`src/rtl/note_sequencer_if.sv`:
```
// Control/status bundle between a player front end and the note sequencer.
interface note_sequencer_if;
  logic [7:0] key;   // piano keys, level; key[i] requests note code i+1
  logic       play;  // pulse: start auto-play
  logic       stop;  // pulse: abort auto-play
  logic       loop;  // level: restart the song at its end
  logic [3:0] note;  // 0 = silence, 1..8 = DO..high DO
  logic       busy;  // auto-play active (also while frozen)
  logic [3:0] step;  // current song ROM index
  logic       done;  // one-cycle pulse at song end when loop=0

  modport master (
    output key, play, stop, loop,
    input  note, busy, step, done
  );

  modport slave (
    input  key, play, stop, loop,
    output note, busy, step, done
  );
endinterface

```
`src/rtl/note_sequencer.sv`:
```
// Auto-play note sequencer: walks a 16-entry song ROM producing tone/gap
// timing, lets manual keys freeze and override the song, and returns to
// the exact remaining duration when the keys are released.
module note_sequencer #(
  parameter int BEAT_CYCLES = 250000,  // clk cycles per beat
  parameter int GAP_CYCLES  = 25000    // silent cycles at the end of each note
) (
  input  logic             clk,
  input  logic             rst_n,
  note_sequencer_if.slave  bus
);

  // Counters must hold the longest note (4 beats) without overflow.
  localparam int CNT_W = $clog2(4 * BEAT_CYCLES + 1);

  localparam logic [1:0] S_IDLE   = 2'd0;
  localparam logic [1:0] S_TONE   = 2'd1;
  localparam logic [1:0] S_GAP    = 2'd2;
  localparam logic [1:0] S_FREEZE = 2'd3;

  localparam logic [3:0]       END_CODE = 4'd15;
  localparam logic [CNT_W-1:0] GAP_LOAD = CNT_W'(GAP_CYCLES - 1);

  // Song ROM, each entry {code, len}; a note lasts len+1 beats.
  localparam logic [5:0] SONG_ROM [0:15] = '{
    {4'd1, 2'd0}, {4'd1, 2'd0}, {4'd5, 2'd0}, {4'd5, 2'd0},
    {4'd6, 2'd0}, {4'd6, 2'd0}, {4'd5, 2'd1}, {4'd4, 2'd0},
    {4'd4, 2'd0}, {4'd3, 2'd0}, {4'd3, 2'd0}, {4'd2, 2'd0},
    {4'd2, 2'd0}, {4'd1, 2'd1}, {END_CODE, 2'd0}, {END_CODE, 2'd0}
  };

  // Counters count down to zero, so they are loaded with duration-1.
  function automatic logic [CNT_W-1:0] tone_load(input logic [1:0] len);
    tone_load = CNT_W'((int'(len) + 1) * BEAT_CYCLES - GAP_CYCLES - 1);
  endfunction

  // Lowest pressed key wins.
  function automatic logic [3:0] key_note(input logic [7:0] k);
    key_note = 4'd0;
    for (int i = 7; i >= 0; i--) begin
      if (k[i]) key_note = 4'(i + 1);
    end
  endfunction

  logic [1:0]       r_state;
  logic [1:0]       r_saved;
  logic [CNT_W-1:0] r_cnt;
  logic [3:0]       r_step;
  logic [3:0]       r_note;
  logic             r_busy;
  logic             r_done;

  logic [1:0]       w_state_nxt;
  logic [1:0]       w_saved_nxt;
  logic [CNT_W-1:0] w_cnt_nxt;
  logic [3:0]       w_step_nxt;
  logic [3:0]       w_note_nxt;
  logic             w_done_nxt;

  logic             w_key_any;
  logic [3:0]       w_key_note;
  logic [3:0]       w_cur_code;
  logic [3:0]       w_enter_idx;
  logic             w_end_hit;
  logic             w_finish;
  logic [3:0]       w_start_idx;
  logic [3:0]       w_start_code;
  logic [1:0]       w_start_len;
  logic [1:0]       w_run_state;
  logic             w_enter;

  assign w_key_any  = |bus.key;
  assign w_key_note = key_note(bus.key);
  assign w_cur_code = SONG_ROM[r_step][5:2];

  // Entry about to start: entry 0 from IDLE (step is 0 there), otherwise the next one.
  // An end marker with loop set is replaced by entry 0 in the same cycle.
  always_comb begin
    w_enter_idx  = (r_state == S_IDLE) ? r_step : r_step + 4'd1;
    w_end_hit    = (SONG_ROM[w_enter_idx][5:2] == END_CODE);
    w_finish     = w_end_hit && !bus.loop;
    w_start_idx  = w_end_hit ? 4'd0 : w_enter_idx;
    w_start_code = SONG_ROM[w_start_idx][5:2];
    w_start_len  = SONG_ROM[w_start_idx][1:0];
  end

  // Next-state logic; releasing FREEZE runs the saved state's normal cycle.
  always_comb begin
    w_state_nxt = r_state;
    w_saved_nxt = r_saved;
    w_cnt_nxt   = r_cnt;
    w_step_nxt  = r_step;
    w_note_nxt  = r_note;
    w_done_nxt  = 1'b0;
    w_enter     = 1'b0;
    w_run_state = (r_state == S_FREEZE) ? r_saved : r_state;

    if (bus.stop && (r_state != S_IDLE)) begin
      w_state_nxt = S_IDLE;
      w_cnt_nxt   = '0;
      w_step_nxt  = 4'd0;
      w_note_nxt  = w_key_note;
    end else if (r_state == S_IDLE) begin
      w_note_nxt = w_key_note;
      w_enter    = bus.play;
    end else if (w_key_any) begin
      // Keys override auto-play; counters and step hold.
      w_state_nxt = S_FREEZE;
      if (r_state != S_FREEZE) w_saved_nxt = r_state;
      w_note_nxt  = w_key_note;
    end else if (w_run_state == S_TONE) begin
      if (r_cnt == '0) begin
        w_state_nxt = S_GAP;
        w_cnt_nxt   = GAP_LOAD;
        w_note_nxt  = 4'd0;
      end else begin
        w_state_nxt = S_TONE;
        w_cnt_nxt   = r_cnt - CNT_W'(1);
        w_note_nxt  = w_cur_code;
      end
    end else begin
      if (r_cnt == '0) begin
        w_enter = 1'b1;
      end else begin
        w_state_nxt = S_GAP;
        w_cnt_nxt   = r_cnt - CNT_W'(1);
        w_note_nxt  = 4'd0;
      end
    end

    if (w_enter) begin
      if (w_finish) begin
        w_state_nxt = S_IDLE;
        w_cnt_nxt   = '0;
        w_step_nxt  = 4'd0;
        w_note_nxt  = 4'd0;
        w_done_nxt  = 1'b1;
      end else begin
        w_state_nxt = S_TONE;
        w_cnt_nxt   = tone_load(w_start_len);
        w_step_nxt  = w_start_idx;
        w_note_nxt  = w_start_code;
      end
    end
  end

  // State, counters and registered outputs.
  always_ff @(posedge clk or negedge rst_n) begin
    if (!rst_n) begin
      r_state <= S_IDLE;
      r_saved <= S_IDLE;
      r_cnt   <= '0;
      r_step  <= 4'd0;
      r_note  <= 4'd0;
      r_busy  <= 1'b0;
      r_done  <= 1'b0;
    end else begin
      r_state <= w_state_nxt;
      r_saved <= w_saved_nxt;
      r_cnt   <= w_cnt_nxt;
      r_step  <= w_step_nxt;
      r_note  <= w_note_nxt;
      r_busy  <= (w_state_nxt != S_IDLE);
      r_done  <= w_done_nxt;
    end
  end

  assign bus.note = r_note;
  assign bus.busy = r_busy;
  assign bus.step = r_step;
  assign bus.done = r_done;

endmodule

```
`src/flat_wrapper.sv`:
```
// flat-port wrapper written by rule: the top's interface ports become plain ports
module note_sequencer_flat 
#(
  parameter int BEAT_CYCLES = 250000,                        
  parameter int GAP_CYCLES  = 25000                                            
)
  (clk, rst_n, bus_key, bus_play, bus_stop, bus_loop, bus_note, bus_busy, bus_step, bus_done);
  note_sequencer_if bus_i ();
  input  logic clk;
  input  logic rst_n;
  input wire logic [$bits(bus_i.key)-1:0] bus_key;
  input wire logic [$bits(bus_i.play)-1:0] bus_play;
  input wire logic [$bits(bus_i.stop)-1:0] bus_stop;
  input wire logic [$bits(bus_i.loop)-1:0] bus_loop;
  output wire logic [$bits(bus_i.note)-1:0] bus_note;
  output wire logic [$bits(bus_i.busy)-1:0] bus_busy;
  output wire logic [$bits(bus_i.step)-1:0] bus_step;
  output wire logic [$bits(bus_i.done)-1:0] bus_done;
  assign bus_i.key = bus_key;
  assign bus_i.play = bus_play;
  assign bus_i.stop = bus_stop;
  assign bus_i.loop = bus_loop;
  assign bus_note = bus_i.note;
  assign bus_busy = bus_i.busy;
  assign bus_step = bus_i.step;
  assign bus_done = bus_i.done;
  note_sequencer #(.BEAT_CYCLES(BEAT_CYCLES), .GAP_CYCLES(GAP_CYCLES)) u_core (.clk(clk), .rst_n(rst_n), .bus(bus_i));
endmodule
```
`config.mk`:
```
export PLATFORM = sky130hd
export DESIGN_NAME = note_sequencer_flat
export DESIGN_NICKNAME = d
export VERILOG_FILES = /design/src/rtl/note_sequencer_if.sv /design/src/rtl/note_sequencer.sv /design/src/flat_wrapper.sv
export SDC_FILE = /design/constraint.sdc
export NUM_CORES = 1
export LEC_CHECK = 0
export CORE_ASPECT_RATIO = 0.75
export CORE_MARGIN = 5
export CORE_UTILIZATION = 55
export CTS_BUF_LIST = sky130_fd_sc_hd__clkbuf_4 sky130_fd_sc_hd__clkbuf_8
export DETAILED_ROUTE_END_ITERATION = 6
export GPL_ROUTABILITY_DRIVEN = 0
export PLACE_DENSITY = 0.85
export SYNTH_ARGS = -nofsm -noshare
export SYNTH_HDL_FRONTEND = slang
export SYNTH_SLANG_ARGS = --single-unit
export TNS_END_PERCENT = 10
```
`constraint.sdc`:
```
create_clock -name clk -period 3.99 [get_ports clk]
set_input_delay 0.9975 -clock clk [delete_from_list [all_inputs] [get_ports clk]]
set_output_delay 0.9975 -clock clk [all_outputs]
set_load 0.02 [all_outputs]
```
-- Yosys cells after proc, flatten, opt, wreduce, memory -nomap -nowiden
Memories as Yosys holds them, arrays and structs flattened.
Index checks and enable logic that the tools add are counted.
- flip-flop bits (word level): 34
- ROM bits: 288
- input bits: 13
- word-level logic and storage cells: 94
- memories kept: 3
- $add $sub $neg: 5
- multipliers: 1
- order comparisons: 3
- equal/unequal tests: 8
- mux-type cells: 51
- bitwise logic cells: 5
- reduce and logical (&&, ||, !) cells: 11
- memory list (name ; depth ; bits a word ; read ports ; clocked after Yosys merged registers in ; write ports ; RTL line ; RTL):
    (name not given) ; 16 ; 6 ; 1 ; 0 ; 0 ; note_sequencer.sv:83 ; w_start_code = SONG_ROM[w_start_idx][5:2];
    (name not given) ; 16 ; 6 ; 1 ; 0 ; 0 ; note_sequencer.sv:80 ; w_end_hit = (SONG_ROM[w_enter_idx][5:2] == END_CODE);
    (name not given) ; 16 ; 6 ; 1 ; 0 ; 0 ; note_sequencer.sv:74 ; assign w_cur_code = SONG_ROM[r_step][5:2];
- operators with widths (kind ; number):
    $mux W20 ; 8
    $mux W4 ; 21
    $mux W6 ; 6
    $mul A32 B15 Y16 const B ; 1
    $logic_not A20 Y1 ; 1
    $sub A20 B1 Y20 const B ; 1
    $sub A20 B16 Y20 const B ; 1
    $sub A20 B2 Y20 const B ; 1
    $mux W2 ; 8
    $ge A5 B5 Y1 const B ; 3
    $not A4 Y5 ; 3
    $mux W1 ; 8
    $reduce_or A8 Y1 ; 1
    $ne A6 B1 Y1 const B ; 1
    $reduce_bool A2 Y1 ; 3
    $add A4 B1 Y4 const B ; 1
    $eq A4 B4 Y1 const B ; 1
    $ne A4 B1 Y1 const B ; 1
    $reduce_and A4 Y1 ; 1
    $add A2 B1 Y3 const B ; 1
    $ne A3 B2 Y1 const B ; 1
    $ne A3 B3 Y1 const B ; 1
    $reduce_and A3 Y1 ; 1
    $eq A2 B1 Y1 const B ; 1
    other kinds (6) ; 8

-- Logic depth before layout (Yosys ltp)
- depth after elaboration: 18
- gate-level depth with buffers: 15
- depth with buffers taken out: 14

-- Least setup slack after synthesis
OpenSTA, ideal clock, no wires.
- kind: register -> register
- from: reg u_core.r_step[1] (netlist: u_core.bus.step[1])
- to: reg u_core.r_cnt[18]
- setup time: 0.126 ns
- data arrival time: 2.911 ns
- data required time: 3.864 ns
- path slack: 0.953 ns
- stages on the path, launching flop included: 15
- clock period less this slack: 3.037 ns
- cell sequence: dfrtp_1 -> inv_1 -> ha_1 -> mux2i_1 -> ha_1 -> or2_2 -> nor2_1 -> nand3_1 -> nand2_1 -> inv_1 -> ha_1 -> o211ai_1 -> a21oi_1 -> and2_1 -> a221o_1
- cells in the longest elaborated chain, start to end: 18
- ends and longest elaborated chain (element ; RTL line ; RTL):
    start, declared ; note_sequencer.sv:48 ; logic [3:0] r_step;
    start signal, assigned ; note_sequencer.sv:161 ; r_step <= w_step_nxt;
    $add A4 B1 Y4 ; note_sequencer.sv:79 ; w_enter_idx = (r_state == S_IDLE) ? r_step : r_step + 4'd1;
    $mux W4 * ; note_sequencer.sv:79 ;
    $not A4 Y5 (implied by the code) ; note_sequencer.sv:80 ;
    $mem_v2 Z16 W6 ; -- ;
    $mux W6 (implied by the code) (2 in series) ; note_sequencer.sv:80 ;
    $eq A4 B4 Y1 ; note_sequencer.sv:80 ;
    $mux W4 ; note_sequencer.sv:82 ; w_start_idx = w_end_hit ? 4'd0 : w_enter_idx;
    $not A4 Y5 (implied by the code) ; note_sequencer.sv:84 ; w_start_len = SONG_ROM[w_start_idx][1:0];
    $mem_v2 Z16 W6 ; -- ;
    $mux W6 (2 in series) ; -- ;
    $add A2 B1 Y3 ; note_sequencer.sv:34 ; tone_load = CNT_W'((int'(len) + 1) * BEAT_CYCLES - GAP_CYCLES - 1);
    $mul A32 B15 Y16 ; note_sequencer.sv:34 ;
    $sub A20 B16 Y20 ; note_sequencer.sv:34 ;
    $sub A20 B2 Y20 ; note_sequencer.sv:34 ;
    $mux W20 * ; note_sequencer.sv:132 ; if (w_finish) begin
    $mux W20 * ; note_sequencer.sv:131 ; if (w_enter) begin
    end signal, assigned ; note_sequencer.sv:160 ; r_cnt <= w_cnt_nxt;
    end, declared ; note_sequencer.sv:47 ; logic [CNT_W-1:0] r_cnt;
Mark *: on every way between the ends. The rest lies on a longest branch, timed or not. The select of a mux whose other input is x is not followed.
A chain may end at the register's enable or synchronous reset.

-- Final worst setup path
Ends and elaborated chain as after synthesis.

==> run metrics <==
drt total wl 6028 µm; busiest grt layer met2; Num CTS Buffers 5; TritonCTS clock tree done; Reg2Reg Depth 15; clock tree buffer depth 2; largest net degree at the start of global routing 35; critical path class reg2reg; Worst setup SP type flip-flop; number of synthesis warnings 0; first-pass GRT wire length 10140 µm; Register Area 850.8 µm²; total track usage 22.72%; PortBufs 22; Worst-Margin Slew 963.2 ps; Achievable Freq 294.3 MHz; Unique masters post-synth 58; worst hold start u_core.r_cnt[9]; Multi-input gate area 1415 µm²; Routed WL per cell 16.61 µm; final hold viol count 0; CP required 4170 ps; Post-synth top cells dfrtp_1, o21ai_0, nor2_1; Root Buffer clkbuf_8; FF-to-FF End u_core.r_cnt[18]; DRC 0; worst ir drop on vdd 0.3474 mV; H-Tree Depth 2; Register-to-Register Setup Slack 590 ps; syn nets 304; clk_skew 3.994 ps; share of cells above drive strength 1 9.091%; GR Util met3 3.832%; Post-CTS Resized 0; Async S/R FF share, synth 100.0%; fin crit period 3398 ps; Starting Density 57.67%; Fill cells 334; Die H 66.98 µm; crit path capture type flip-flop; Pleak 1.187 nW; Slew HR 35.59%; count leader, synth dfrtp_1; hold_buf cts 0; post-synth top area share 35.73%; final cycle utilization of the critical path 85.16%; setup TNS 0 ps; # diodes 0; GRT overflow 0; worst skew pair latency 300 ps; vias in the first global route 2126; Mapped Cells 280; worst r2r src u_core.bus.step[1]; critical path peak fanout 9; fin cells 363; Area Growth Syn to Fin 16.82%; status finished clean; Synth area leaders dfrtp_1, o21ai_0, ha_1; DP Cell Count 355; sequential share of the synthesized area 35.73%; I/O pin count 23; min-delay worst type reg2reg; Clock transition at path regs 70 ps; CP Data Arrival Time 3580 ps; pwr dens 580.3 nW/µm²; dominant synthesized flop cell dfrtp_1; Yosys top cell by area dfrtp_1; Post-synth EDFFs 0; Hold Path End u_core.r_cnt[9]; GRT met2 Usage 33.65%; Cell Area, Synth 2381 µm²; chip width 85.98 µm; max-cap violations 0; average size of a mapped cell 8.504 µm²; Power Total 1.614 mW; clk sinks 34; Routed Antenna Nets 0; RSZ-0062 raised after global routing no; Seq cells post-synth 34; FP Rows 20; DR vias/cell 6.278; # setup viols final 0; Hold Path Cell Cnt 1; DRT Pass-1 Iters 4; GR met1 Demand/Resource 32.25%; Final Max Slew Viols 0; vias 2279; die area 5759 µm²; Core Area 4129 µm²; post-CTS setup buffer count 0; hpwl dp 4405 µm; initial antenna violation count 0; Final nets 331; starting DRC count in detailed routing 224
## sequential cells by signal, indices dropped and copies added (netlist names)
register	count
u_core.r_saved	2
u_core.bus.note	4
u_core.bus.done	1
u_core.bus.busy	1
u_core.r_cnt	20
u_core.bus.step	4
u_core.r_state	2
## metrics by stage
| step | instance area [µm²] | setup slack (ps) | hold WS, ps | utilization (%) |
|---|---|---|---|---|
| after floorplan | 2381 | 953.3 | 466.5 | - |
| after global placement | 2668 | 529.8 | 489.9 | 64.61 |
| after detailed placement | 2668 | 494.1 | 486.7 | 64.61 |
| after CTS | 2781 | 607.1 | 506.5 | 67.36 |
| after global routing | 2781 | 376.8 | 541.8 | 67.36 |
| final | 2781 | 592.2 | 504.3 | 67.36 |
## power breakdown
part | switching (mW) | total (mW) | internal [mW]
Clock | 0.132 | 0.332 | 0.200
Sequential | 0.126 | 0.567 | 0.441
Combinational | 0.413 | 0.715 | 0.302
## kinds of logic (layout without fill, tap and decap cells)
| family | after synthesis | after routing | share of synthesized area, % |
|---|---|---|---|
| adders and majority gates | 11 | 11 | 5.780 |
| buffers and inverters | 25 | 53 | 4.834 |
| muxes | 1 | 1 | 0.4204 |
| AOI/OAI and AO/OA | 92 | 92 | 26.07 |
| and+or+nand+nor | 111 | 111 | 24.96 |
| DFF | 34 | 34 | 35.73 |
| xor gates and xnor gates | 6 | 6 | 2.207 |
## worst max path at each step
stage | from | to | slack [ps] | depth (start not counted)
floorplan | u_core.bus.step[1] | u_core.r_cnt[18] | 950 | 14
global placement | bus_key[3] | u_core.r_cnt[2] | 530 | 7
detailed placement | bus_key[3] | u_core.r_cnt[8] | 490 | 7
CTS | u_core.bus.step[1] | u_core.r_cnt[18] | 610 | 15
global route | u_core.bus.step[1] | u_core.r_cnt[4] | 380 | 15
finish | u_core.bus.step[1] | u_core.r_cnt[18] | 590 | 15
## layer usage
metal | part of all wire [%] | vias up
li1 | - | 1095
met1 | 47 | 1097
met2 | 44 | 79
met3 | 6.4 | 8
met4 | 1.7 | 0
met5 | 0 | -
## worst max-delay path, cell delays in order, from the launching register on
cell	delay, ps
dfrtp_1	510
inv_1	140
ha_1	330
mux2i_1	80
buf_4	190
ha_1	190
or2_2	330
nor2_1	180
nand3_1	160
nand2_1	190
inv_1	70
ha_1	180
o211ai_1	80
a21oi_1	130
and2_1	250
a221o_1	280
## layout by cell type, fill, tap and decap left out, drive strengths merged, types with 10 or more instances in the layout
cell / instances
a21oi: 10
a22o: 11
clkdlybuf4s50: 22
nor3: 18
ha: 11
inv: 16
nand2: 23
o21ai: 32
nor2: 25
dfrtp: 34
## layout make-up
cell class / count / share of cell area [%]
Clock inverter: 1 / 1.080
Inverter: 16 / 2.159
Clock buffer: 7 / 3.014
Sequential cell: 34 / 30.59
Timing Repair Buffer: 29 / 9.807
Multi-Input combinational cell: 221 / 50.88
Tap cell: 55 / 2.474
Note: power is estimated with default switching activity, not from simulation.
